`config.mk`:
```
export PLATFORM = sky130hd
export DESIGN_NAME = game2048_move_ctrl
export DESIGN_NICKNAME = d
export VERILOG_FILES = /design/src/rtl/game2048_move_ctrl.sv
export SDC_FILE = /design/constraint.sdc
export NUM_CORES = 1
export LEC_CHECK = 0
export BUFFER_PORTS_ARGS = -buffer_cell sky130_fd_sc_hd__buf_2
export CAP_MARGIN = 20
export CELL_PAD_IN_SITES_DETAIL_PLACEMENT = 1
export CELL_PAD_IN_SITES_GLOBAL_PLACEMENT = 2
export CORE_ASPECT_RATIO = 1.5
export CORE_UTILIZATION = 31
export CTS_CLUSTER_SIZE = 16
export DETAILED_ROUTE_END_ITERATION = 12
export PLACE_DENSITY = 0.84
export SKIP_CTS_REPAIR_TIMING = 1
export SYNTH_ARGS = -nofsm -noshare
export SYNTH_HDL_FRONTEND = slang
export SYNTH_SLANG_ARGS = --single-unit
export TNS_END_PERCENT = 50
```
`constraint.sdc`:
```
create_clock -name clk -period 2.6 [get_ports clk]
set_input_delay 0.26 -clock clk [delete_from_list [all_inputs] [get_ports clk]]
set_output_delay 0.26 -clock clk [all_outputs]
set_load 0.02 [all_outputs]
```
`src/rtl/game2048_move_ctrl.sv`:
```
// game2048_move_ctrl: sequences SHIFT/MERGE/SHIFT/SPAWN/CHECK datapath phases per accepted move.
// Optional done-watchdog enabled by defining MOVE_CTRL_WATCHDOG_EN.
module game2048_move_ctrl #(
    parameter int DONE_TIMEOUT = 255
) (
    input  logic        clk,
    input  logic        reset_n,
    input  logic        move_up,
    input  logic        move_down,
    input  logic        move_left,
    input  logic        move_right,
    output logic        dp_start,
    output logic [1:0]  dp_op,
    output logic [1:0]  dp_dir,
    input  logic        dp_done,
    input  logic        dp_changed,
    input  logic        dp_win,
    input  logic        dp_lose,
    output logic        busy,
    output logic        win,
    output logic        lose,
    output logic        wd_error,
    output logic [15:0] move_count,
    output logic [2:0]  state
);
    typedef enum logic [2:0] {
        IDLE   = 3'd0,
        SHIFT1 = 3'd1,
        MERGE  = 3'd2,
        SHIFT2 = 3'd3,
        SPAWN  = 3'd4,
        CHECK  = 3'd5,
        OVER   = 3'd6
    } state_e;

    state_e      state_q, state_d;
    logic        first_q, first_d;
    logic [1:0]  dir_q, dir_d;
    logic        changed_q, changed_d;
    logic        any_prev_q, any_prev_d;
    logic        win_q, win_d;
    logic        lose_q, lose_d;
    logic [15:0] count_q, count_d;
    logic        any_move, accept, done_ok, timeout, changed_all;
    logic [1:0]  prio_dir;

    assign any_move    = move_up | move_down | move_left | move_right;
    assign any_prev_d  = any_move;
    assign busy        = (state_q != IDLE) && (state_q != OVER);
    assign accept      = (state_q == IDLE) && any_move && !any_prev_q;
    // dp_done coinciding with our own dp_start belongs to no phase yet
    assign done_ok     = busy && !first_q && dp_done;
    assign prio_dir    = move_up ? 2'b00 : move_down ? 2'b01 : move_left ? 2'b10 : 2'b11;
    assign changed_all = changed_q | dp_changed;
    assign dp_start    = first_q;
    assign dp_dir      = dir_q;
    assign win         = win_q;
    assign lose        = lose_q;
    assign move_count  = count_q;
    assign state       = state_q;

    // phase code follows the current state
    always_comb begin
        dp_op = (state_q == MERGE) ? 2'b01 : (state_q == SPAWN) ? 2'b10 : (state_q == CHECK) ? 2'b11 : 2'b00;
    end

`ifdef MOVE_CTRL_WATCHDOG_EN
    localparam int CW = $clog2(DONE_TIMEOUT + 1);
    logic [CW-1:0] wd_cnt_q, wd_cnt_d;
    logic          wd_error_q, wd_error_d;

    assign timeout  = busy && !done_ok && (wd_cnt_q + CW'(1) == CW'(DONE_TIMEOUT));
    assign wd_error = wd_error_q;

    // cycles spent in the current phase, restarted at each phase entry
    always_comb begin
        wd_cnt_d   = (first_d || !busy) ? '0 : wd_cnt_q + CW'(1);
        wd_error_d = wd_error_q | timeout;
    end

    // watchdog registers
    always_ff @(posedge clk or negedge reset_n) begin
        if (!reset_n) begin
            wd_cnt_q   <= '0;
            wd_error_q <= 1'b0;
        end else begin
            wd_cnt_q   <= wd_cnt_d;
            wd_error_q <= wd_error_d;
        end
    end
`else
    logic unused_timeout_param;
    assign unused_timeout_param = (DONE_TIMEOUT != 0);
    assign timeout  = 1'b0;
    assign wd_error = 1'b0;
`endif

    // move acceptance and phase sequencing
    always_comb begin
        state_d   = state_q;
        first_d   = 1'b0;
        dir_d     = dir_q;
        changed_d = changed_q;
        win_d     = win_q;
        lose_d    = lose_q;
        count_d   = count_q;
        if (accept) begin
            state_d   = SHIFT1;
            first_d   = 1'b1;
            dir_d     = prio_dir;
            changed_d = 1'b0;
        end else if (timeout) begin
            state_d = IDLE;
        end else if (done_ok) begin
            case (state_q)
                SHIFT1: begin
                    state_d   = MERGE;
                    first_d   = 1'b1;
                    changed_d = changed_all;
                end
                MERGE: begin
                    state_d   = SHIFT2;
                    first_d   = 1'b1;
                    changed_d = changed_all;
                end
                SHIFT2: begin
                    state_d   = changed_all ? SPAWN : IDLE;
                    first_d   = changed_all;
                    changed_d = changed_all;
                end
                SPAWN: begin
                    state_d = CHECK;
                    first_d = 1'b1;
                    count_d = (&count_q) ? count_q : count_q + 16'd1;
                end
                CHECK: begin
                    win_d   = win_q | dp_win;
                    lose_d  = lose_q | dp_lose;
                    state_d = (win_q | lose_q | dp_win | dp_lose) ? OVER : IDLE;
                end
                default: state_d = state_q;
            endcase
        end
    end

    // main state registers
    always_ff @(posedge clk or negedge reset_n) begin
        if (!reset_n) begin
            state_q    <= IDLE;
            first_q    <= 1'b0;
            dir_q      <= 2'b00;
            changed_q  <= 1'b0;
            any_prev_q <= 1'b1;
            win_q      <= 1'b0;
            lose_q     <= 1'b0;
            count_q    <= 16'd0;
        end else begin
            state_q    <= state_d;
            first_q    <= first_d;
            dir_q      <= dir_d;
            changed_q  <= changed_d;
            any_prev_q <= any_prev_d;
            win_q      <= win_d;
            lose_q     <= lose_d;
            count_q    <= count_d;
        end
    end
endmodule
```
==> impl_metrics.yaml, run 1 <==
status:
  status: "finished with violations"
  violations: "negative hold slack"
sta:
  fin_crit_ns: 2.18
  finalCritPeriodShare_pct: 84.0
  tns_ns: 0
  max_freq_mhz: 458
  rsz0062_at_grt: "false"
  hold_slack_ns: -0.0116
  hold_viol: 25
  skew_ns: 0.00703
  tightestPinTransition_ns: 0.601
  setup_viol_count_final: 0
  drv_slew: 0
  slew_headroom_pct: 59.6
layout:
  num-fill-cells: 499
  areaGrowthSynthToFinish_pct: 20.7
  layout-drive-gt1-share_pct: 26.9
  stdcell_area_mm2: 0.00165
  insertedDiodeCount: 0
  nNetsFinal: 189
critical_path:
  required_ns: 2.80
  cp-end-kind: "flop"
  startpoint: "state[0]"
  critPathTopFamily: "simple AND/OR/NAND/NOR gates"
  slowest_delay_ns: 0.60
  worst_ep_arrival_time_ns: 2.38
  cp-start-kind: "flop"
  worstSetupPathType: "reg2reg"
  worstPathCellList: "or3b_1 -> or4_1 -> nor4_2 -> xor2_1"
  reg2reg_from: "state[0]"
  cp_num_buf_inv: 0
  cp_slowest_cell: "or4_1"
  path_max_fanout: 16
synth:
  synth_cell_types: 38
  synth.most_common_cell: "dfrtp_1"
  ys_ff_latch: 26
  ys_seq_area_share_pct: 47.6
  synth_common_cells: "dfrtp_1, xor2_1, nand2_1, nor4_1"
  synth_warnings: 0
  syn_nets: 151
  synth.cell_area_mm2: 0.00137
  syn_area_per_cell_um2: 9.92
  synth_edf_count: 0
  async_reset_ff_share_pct: 100
  ys.flop_type: "dfrtp_1"
  netlist.area_leader.share_pct: 45.7
  netlist_top_cells_area: "dfrtp_1, xor2_1, nor4_1, nand2_1, nor3_1"
  synthCells: 138
  synth_area_leader_cell: "dfrtp_1"
power:
  p_per_area_mw_per_mm2: 807
  switchingPower_mw: 0.530
  leakagePower_nw: 0.824
  switching_share_pct: 39.7
  p_clk_share_pct: 20.2
  ir_drop_v: 0.000585
  seqPwrFrac_pct: 44.1
  intPower_mw: 0.804
  comb_power_share_pct: 35.6
clock_tree:
  cts_tree: "yes"
  worstSkewPairLatency_ns: 0.28
  clk_path_buf_depth: 2
  cts_buffers: 3
  htree_levels: 1
  cts_root_buf: "clkbuf_8"
  clk_pin_slew_ns: 0.10
  clock_sinks: 26
placement:
  dpl.hpwl_um: 2730
  gp_congestion: 0.798
  dpl_cell_area_mm2: 0.00160
  port_buffers: 36
routing:
  drt-pass1-iter-count: 2
  ant_nets: 0
  routedWlPerCell_um: 15.9
  drcViolationCount: 0
  wirelength_um: 3520
  first_iter_violations: 6
  vias: 1219
  drt-vias-per-instance: 5.52
global_routing:
  grt_max_degree: 27
  antenna_found_initial: 0
  grt_busiest_layer: "met2"
  globalRouteTotalUtil_pct: 15.9
  gr-usage-met1_pct: 18.1
  grtUsageMet2_pct: 29.3
  grt_pass1_vias: 1329
  grt_use_met3_pct: 2.18
  grt_overflow: 0
  grt_pass1_wl_um: 6030
floorplanning:
  coreArea_mm2: 0.00425
  die_w_um: 56.3
  die_area_mm2: 0.00469
  initial_core_util_pct: 32.2
  ios: 38
  die_h_um: 83.4
  row_count: 29
flow_run:
  drv_cap: 0
hold_path:
  holdCritPathClass: "in2async"
==> kinds of logic after synthesis <==
group,share of synthesized area (%)
other cells,0.274
compound gates,11.1
mux,3.20
flops,47.6
buf+inv,2.83
simple gates,22.7
xor+xnor,9.60
fa+ha+maj,2.74
==> layer usage <==
metal | wire length [µm] | vias up | part of all wire (%)
li1 | - | 580 | -
met1 | 1440 | 595 | 41
met2 | 1900 | 36 | 54
met3 | 126 | 8 | 3.6
met4 | 62 | 0 | 1.8
met5 | 0 | - | 0
==> layout by cell type, fill, tap and decap left out, types with 5 or more instances in the layout <==
cell,Yosys,layout
buf_2,1,36
dfrtp_1,25,25
nand2_1,13,13
nand4_1,5,5
nor2_1,8,8
nor3_1,8,8
nor4_1,9,9
xor2_1,14,14
==> stage by stage <==
stage / utilization, % / total power [mW] / setup slack [ns] / hold WS [ns] / cells
5_1_grt: 38.9 / 1.42 / 0.244 / 0.0403 / 221
3_3_place_gp: 37.6 / 1.06 / 0.524 / 0.297 / 217
6_report: 38.9 / 1.33 / 0.415 / -0.0116 / 221
2_1_floorplan: - / 0.907 / 0.483 / -0.0356 / 138
4_1_cts: 38.9 / 1.35 / 0.421 / 0.00192 / 221
3_5_place_dp: 37.6 / 1.08 / 0.434 / 0.310 / 217
==> power groups by stage <==
stage | sequential [mW] | clock, mW | combinational (mW)
3_5_place_dp | 0.596 | 0 | 0.480
2_1_floorplan | 0.632 | 0 | 0.275
3_3_place_gp | 0.592 | 0 | 0.465
4_1_cts | 0.589 | 0.277 | 0.483
6_report | 0.589 | 0.270 | 0.475
5_1_grt | 0.606 | 0.286 | 0.525
==> cell type report <==
type | count | area (µm²) | area share, %
multi-input cells | 103 | 678 | 41.0
flip-flops and latches | 26 | 652 | 39.4
repair buffers | 38 | 195 | 11.8
clock buffers | 4 | 55.1 | 3.33
well taps | 46 | 57.6 | 3.48
inverters | 4 | 15.0 | 0.908
==> final timing paths <==
path | slack [ns] | end | depth (start not counted)
max in group asynchronous | 2.21 | move_count[13] | 1
hold / removal | -0.01 | move_count[6] | 1
min in group clk | 0.20 | win | 2
setup / recovery | 0.42 | move_count[13] | 4
hold reg to reg | 0.50 | changed_q | 1
setup reg to reg | 0.42 | move_count[13] | 4
==> sequential cells by signal, indices dropped and copies added (netlist names) <==
signal / cells
state: 3
lose: 1
changed_q: 1
move_count: 16
dp_dir: 2
any_prev_q: 1
dp_start: 1
win: 1
No activity file was read; power rests on OpenSTA's default activity.
==> inputs of run 2 (changes only) <==
ABC_AREA = 1   (was default)
CORE_UTILIZATION = 29   (was 31)
PLACE_DENSITY = 0.85   (was 0.84)
clock period = 2.1 ns   (was 2.6 ns; I/O delays follow)
==> impl_metrics.yaml, run 2 <==
global_routing:
  antenna_found_initial: 0
  grt_pass1_wl_um: 7980
  grt_max_degree: 27
  grt_overflow: 0
  globalRouteTotalUtil_pct: 17.0
  grt_pass1_vias: 1716
placement:
  gp_congestion: 0.810
  dp_cells: 347
  dpl.hpwl_um: 3600
  dp_slack_ns: 0.452
  port_buffers: 36
status:
  status: "complete, no violations"
synth:
  synth.most_common_cell: "nand2_1"
  synth_top_family_by_area: "simple AND/OR/NAND/NOR gates"
  synth_area_leader_cell: "dfrtp_1"
  ys_seq_area_share_pct: 39.4
  synth-xor-area-share_pct: 3.71
  synthCells: 241
  syn_nets: 254
  syn_area_per_cell_um2: 6.86
  synth-compound-area-share_pct: 4.54
  synthAdderAreaFrac_pct: 2.27
  netlist_top_cells_area: "dfrtp_1, nand2_1, inv_1, nor2_1, nand3_1"
  synth_cell_types: 25
  synth_warnings: 0
  ys_ff_latch: 26
  synth_edf_count: 0
  async_reset_ff_share_pct: 100
  ys.flop_type: "dfrtp_1"
  synthMuxAreaShare_pct: 0
  synth.cell_area_mm2: 0.00165
  yosys.area_share.simple_pct: 42.3
  netlist.area_leader.share_pct: 37.9
  synth_common_cells: "nand2_1, dfrtp_1, inv_1, nor2_1, nand3_1"
critical_path:
  worstSetupPathType: "reg2out"
  path_max_fanout: 6
  worst_ep_arrival_time_ns: 1.50
  cp-start-kind: "flop"
  required_ns: 1.89
  cp-end-kind: "output pin"
sta:
  hold_slack_ns: 0.121
  fin_crit_ns: 1.71
  tightestPinTransition_ns: 0.644
  tns_ns: 0
  rsz0062_at_grt: "false"
  skew_ns: 0.00770
  worst_slack_ns: 0.394
  max_freq_mhz: 586
  finalCritPeriodShare_pct: 81.2
  slew_headroom_pct: 57.1
  hold_viol: 0
  drv_slew: 0
  setup_viol_count_final: 0
layout:
  areaGrowthSynthToFinish_pct: 19.7
  insertedDiodeCount: 0
  final_common_cell: "nand2_1"
  regArea_um2: 652
  multi_input_area_um2: 877
  nNetsFinal: 296
  layout-drive-gt1-share_pct: 19.1
  final_cell_mix: "nand2_1, buf_2, inv_1, nor2_1, dfrtp_1"
  final_cell_count_no_fill: 352
  num-fill-cells: 737
  largest_reg_flops: 16
clock_tree:
  cts_root_buf: "clkbuf_8"
  clock_sinks: 26
  clk_pin_slew_ns: 0.10
  clk_path_buf_depth: 2
  cts_buffers: 3
  htree_levels: 1
  cts_tree: "yes"
  worstSkewPairLatency_ns: 0.27
floorplanning:
  row_count: 33
  die_area_mm2: 0.00601
  ios: 38
  coreArea_mm2: 0.00549
  die_w_um: 63.6
  die_h_um: 94.5
  initial_core_util_pct: 30.1
power:
  totalPowerFinal_mw: 1.58
  p_per_area_mw_per_mm2: 801
  ir_drop_v: 0.000563
  leakagePower_nw: 1.05
routing:
  wirelength_um: 4640
  vias: 1624
  first_iter_violations: 42
  routedWlPerCell_um: 13.2
  drt-pass1-iter-count: 4
  drcViolationCount: 0
  drt-vias-per-instance: 4.61
  ant_nets: 0
hold_path:
  holdCritPathClass: "in2reg"
flow_run:
  drv_cap: 0
[run 2: cell count changes in the layout (fill, tap and decap cells not counted), moves of 3 or more]
cell     delta
a21o_1      -3
inv_1      +21
mux2_2      -3
nand2_1    +93
nand3_1    +11
nor2_1     +17
nor2_4      +3
nor3_1      -8
nor4_1      -9
o21ai_0     +3
xnor2_1     +4
xor2_1     -12
[run 2: final cells by class]
| cell class | count | share of cell area (%) |
|---|---|---|
| Timing Repair Buffer | 40 | 10.8 |
| Tap cell | 70 | 4.43 |
| Clock buffer | 4 | 2.78 |
| Inverter | 25 | 4.74 |
| Multi-Input combinational cell | 187 | 44.3 |
| Sequential cell | 26 | 33.0 |
[run 2: critical path: stages, from the launching register on]
cell and delay [ns]:
dfrtp_1 0.49, inv_1 0.15, nor2_1 0.14, nand2_1 0.13, o21ai_0 0.11, buf_2 0.20
[run 2: report_power, final]
part / internal [mW] / switching [mW]
Sequential: 0.565 / 0.0744
Clock: 0.168 / 0.170
Combinational: 0.197 / 0.410
[run 2: path summary, 6_finish.rpt]
check,cells after the start,from,slack (ns),to
min,2,move_up,0.12,dp_dir[0]
min in group asynchronous,2,reset_n,0.49,move_count[12]
max,5,state[1],0.39,dp_op[0]
max in group asynchronous,2,reset_n,1.18,lose
max reg2reg,9,move_count[0],0.45,move_count[4]
min reg2reg,2,dp_dir[1],0.49,dp_dir[1]
[run 2: metrics by stage]
stage | cell area (µm²) | util [%]
2_1_floorplan | 1650 | -
3_3_place_gp | 1910 | 34.8
3_5_place_dp | 1910 | 34.8
4_1_cts | 1970 | 35.8
5_1_grt | 1980 | 36.0
6_report | 1980 | 36.0
[run 2: cells by family (layout without fill, tap and decap cells)]
family,after synthesis,in the layout
XOR/XNOR,7,7
flip-flops,26,26
AO/OA/AOI/OAI,14,14
adder cells (fa/ha/maj),3,3
AND/OR/NAND/NOR,162,162
buffers and inverters,28,69
other,1,1
[run 2: layer usage]
metal  global-route usage (%)  vias up  wire length [µm]
met5                        0        -                 0
met4                     4.55        0                34
met3                     2.17        2               124
met2                     32.1       25              2530
met1                     19.7      771              1950
li1                         -      826                 -
==> inputs of run 3 (changes only) <==
ABC_AREA = 0   (was 1)
CORE_UTILIZATION = 28   (was 29)
PLACE_DENSITY = 0.8   (was 0.85)
clock period = 1.45 ns   (was 2.1 ns; I/O delays follow)
==> impl_metrics.yaml, run 3 (same netlist as run 1, synthesis figures left out) <==
sta:
  hold_slack_ns: 0.0711
  hold_viol: 0
  rsz0062_at_grt: "true"
  tightestPinTransition_ns: 0.592
  drv_slew: 0
  worst_slack_ns: -0.547
  fin_crit_ns: 2.00
  finalCritPeriodShare_pct: 138
  skew_ns: 0.00842
  slew_headroom_pct: 60.2
  max_freq_mhz: 501
  setup_viol_count_final: 26
routing:
  wirelength_um: 5170
  drt-pass1-iter-count: 4
  routedWlPerCell_um: 17.3
  first_iter_violations: 57
  drcViolationCount: 0
  ant_nets: 0
  drt-vias-per-instance: 4.94
  vias: 1478
critical_path:
  worst_ep_arrival_time_ns: 2.19
  cp-start-kind: "flop"
  worstSetupPathType: "reg2reg"
  reg2reg_from: "state[0]"
  required_ns: 1.65
  path_max_fanout: 6
  r2r-end: "move_count[15]"
  worstRegToRegCells: 4
  cp-end-kind: "flop"
  r2r_slack_ns: -0.55
floorplanning:
  initial_core_util_pct: 29.6
  die_h_um: 87.6
  ios: 38
  row_count: 30
  coreArea_mm2: 0.00462
  die_w_um: 59.1
  die_area_mm2: 0.00518
clock_tree:
  htree_levels: 1
  cts_root_buf: "clkbuf_8"
  clk_path_buf_depth: 2
  clk_pin_slew_ns: 0.10
  worstSkewPairLatency_ns: 0.28
  cts_tree: "yes"
  clock_sinks: 26
  cts_buffers: 3
status:
  status: "finished with violations"
  violations: "negative setup slack"
global_routing:
  grt_max_degree: 27
  grt_overflow: 0
  grt_pass1_vias: 1526
  globalRouteTotalUtil_pct: 17.2
  grt_pass1_wl_um: 6760
  antenna_found_initial: 0
layout:
  final_cell_count_no_fill: 299
  final_common_cell: "buf_4"
  largest_reg_flops: 16
  nNetsFinal: 249
  areaGrowthSynthToFinish_pct: 79.1
  insertedDiodeCount: 0
  num-fill-cells: 519
  final_cell_mix: "buf_4, buf_2, dfrtp_2"
  layout-drive-gt1-share_pct: 64.3
power:
  ir_drop_v: 0.000819
  p_per_area_mw_per_mm2: 1360
  leakagePower_nw: 1.16
placement:
  port_buffers: 36
  dp_cells: 277
  dp_slack_ns: -0.530
  dpl.hpwl_um: 3340
  gp_congestion: 0.816
hold_path:
  holdCritPathClass: "in2reg"
  whs_path_depth: 2
  hold_end: "win"
  hp-start: "dp_win"
flow_run:
  drv_cap: 0
==> run 3: critical path: stages (launching register included) <==
cell and delay [ns]:
dfrtp_2 0.43, or3b_4 0.40, or4_4 0.54, or3_1 0.38, mux2i_1 0.16
==> run 3: per-layer routing <==
layer / share of wire, % / GRT usage (%) / vias up / routed length, µm
met4: 2.0 / 7.14 / 0 / 102
li1: - / - / 695 / -
met3: 2.7 / 2.51 / 10 / 140
met2: 58 / 34.2 / 34 / 3020
met1: 37 / 17.1 / 739 / 1910
met5: 0 / 0 / - / 0
==> run 3: how the worst max path moves through the flow <==
stage | to | cells after the start | start
floorplan | move_count[15] | 5 | state[0]
global placement | move_count[15] | 4 | state[0]
detailed placement | move_count[15] | 4 | state[0]
CTS | move_count[15] | 4 | state[0]
global route | move_count[15] | 4 | state[0]
finish | move_count[15] | 4 | state[0]
==> run 3: final cells by class <==
cell class / count / area (µm²) / share of cell area (%)
inverter: 4 / 20.0 / 0.817
multi-input combinational: 103 / 906 / 37.0
sequential: 26 / 669 / 27.3
clock buffer: 4 / 55.1 / 2.25
tap: 64 / 80.1 / 3.27
timing repair buffer: 98 / 721 / 29.4
==> run 3: metrics by stage <==
stage	power, mW	TNS [ns]	cell area, µm²	util (%)
floorplan	1.67	-4.45	1450	-
global placement	2.13	-4.01	2000	43.4
detailed placement	2.18	-4.99	2000	43.4
CTS	2.67	-6.35	2060	44.6
global route	3.50	-7.83	2450	53.1
finish	3.33	-6.14	2450	53.1
==> run 3: power by group <==
group	switching, mW	internal, mW	leakage, nW
registers	0.0983	0.865	0.307
logic	0.949	0.926	0.827
clock network	0.252	0.244	0.0288
total	1.30	2.03	1.16
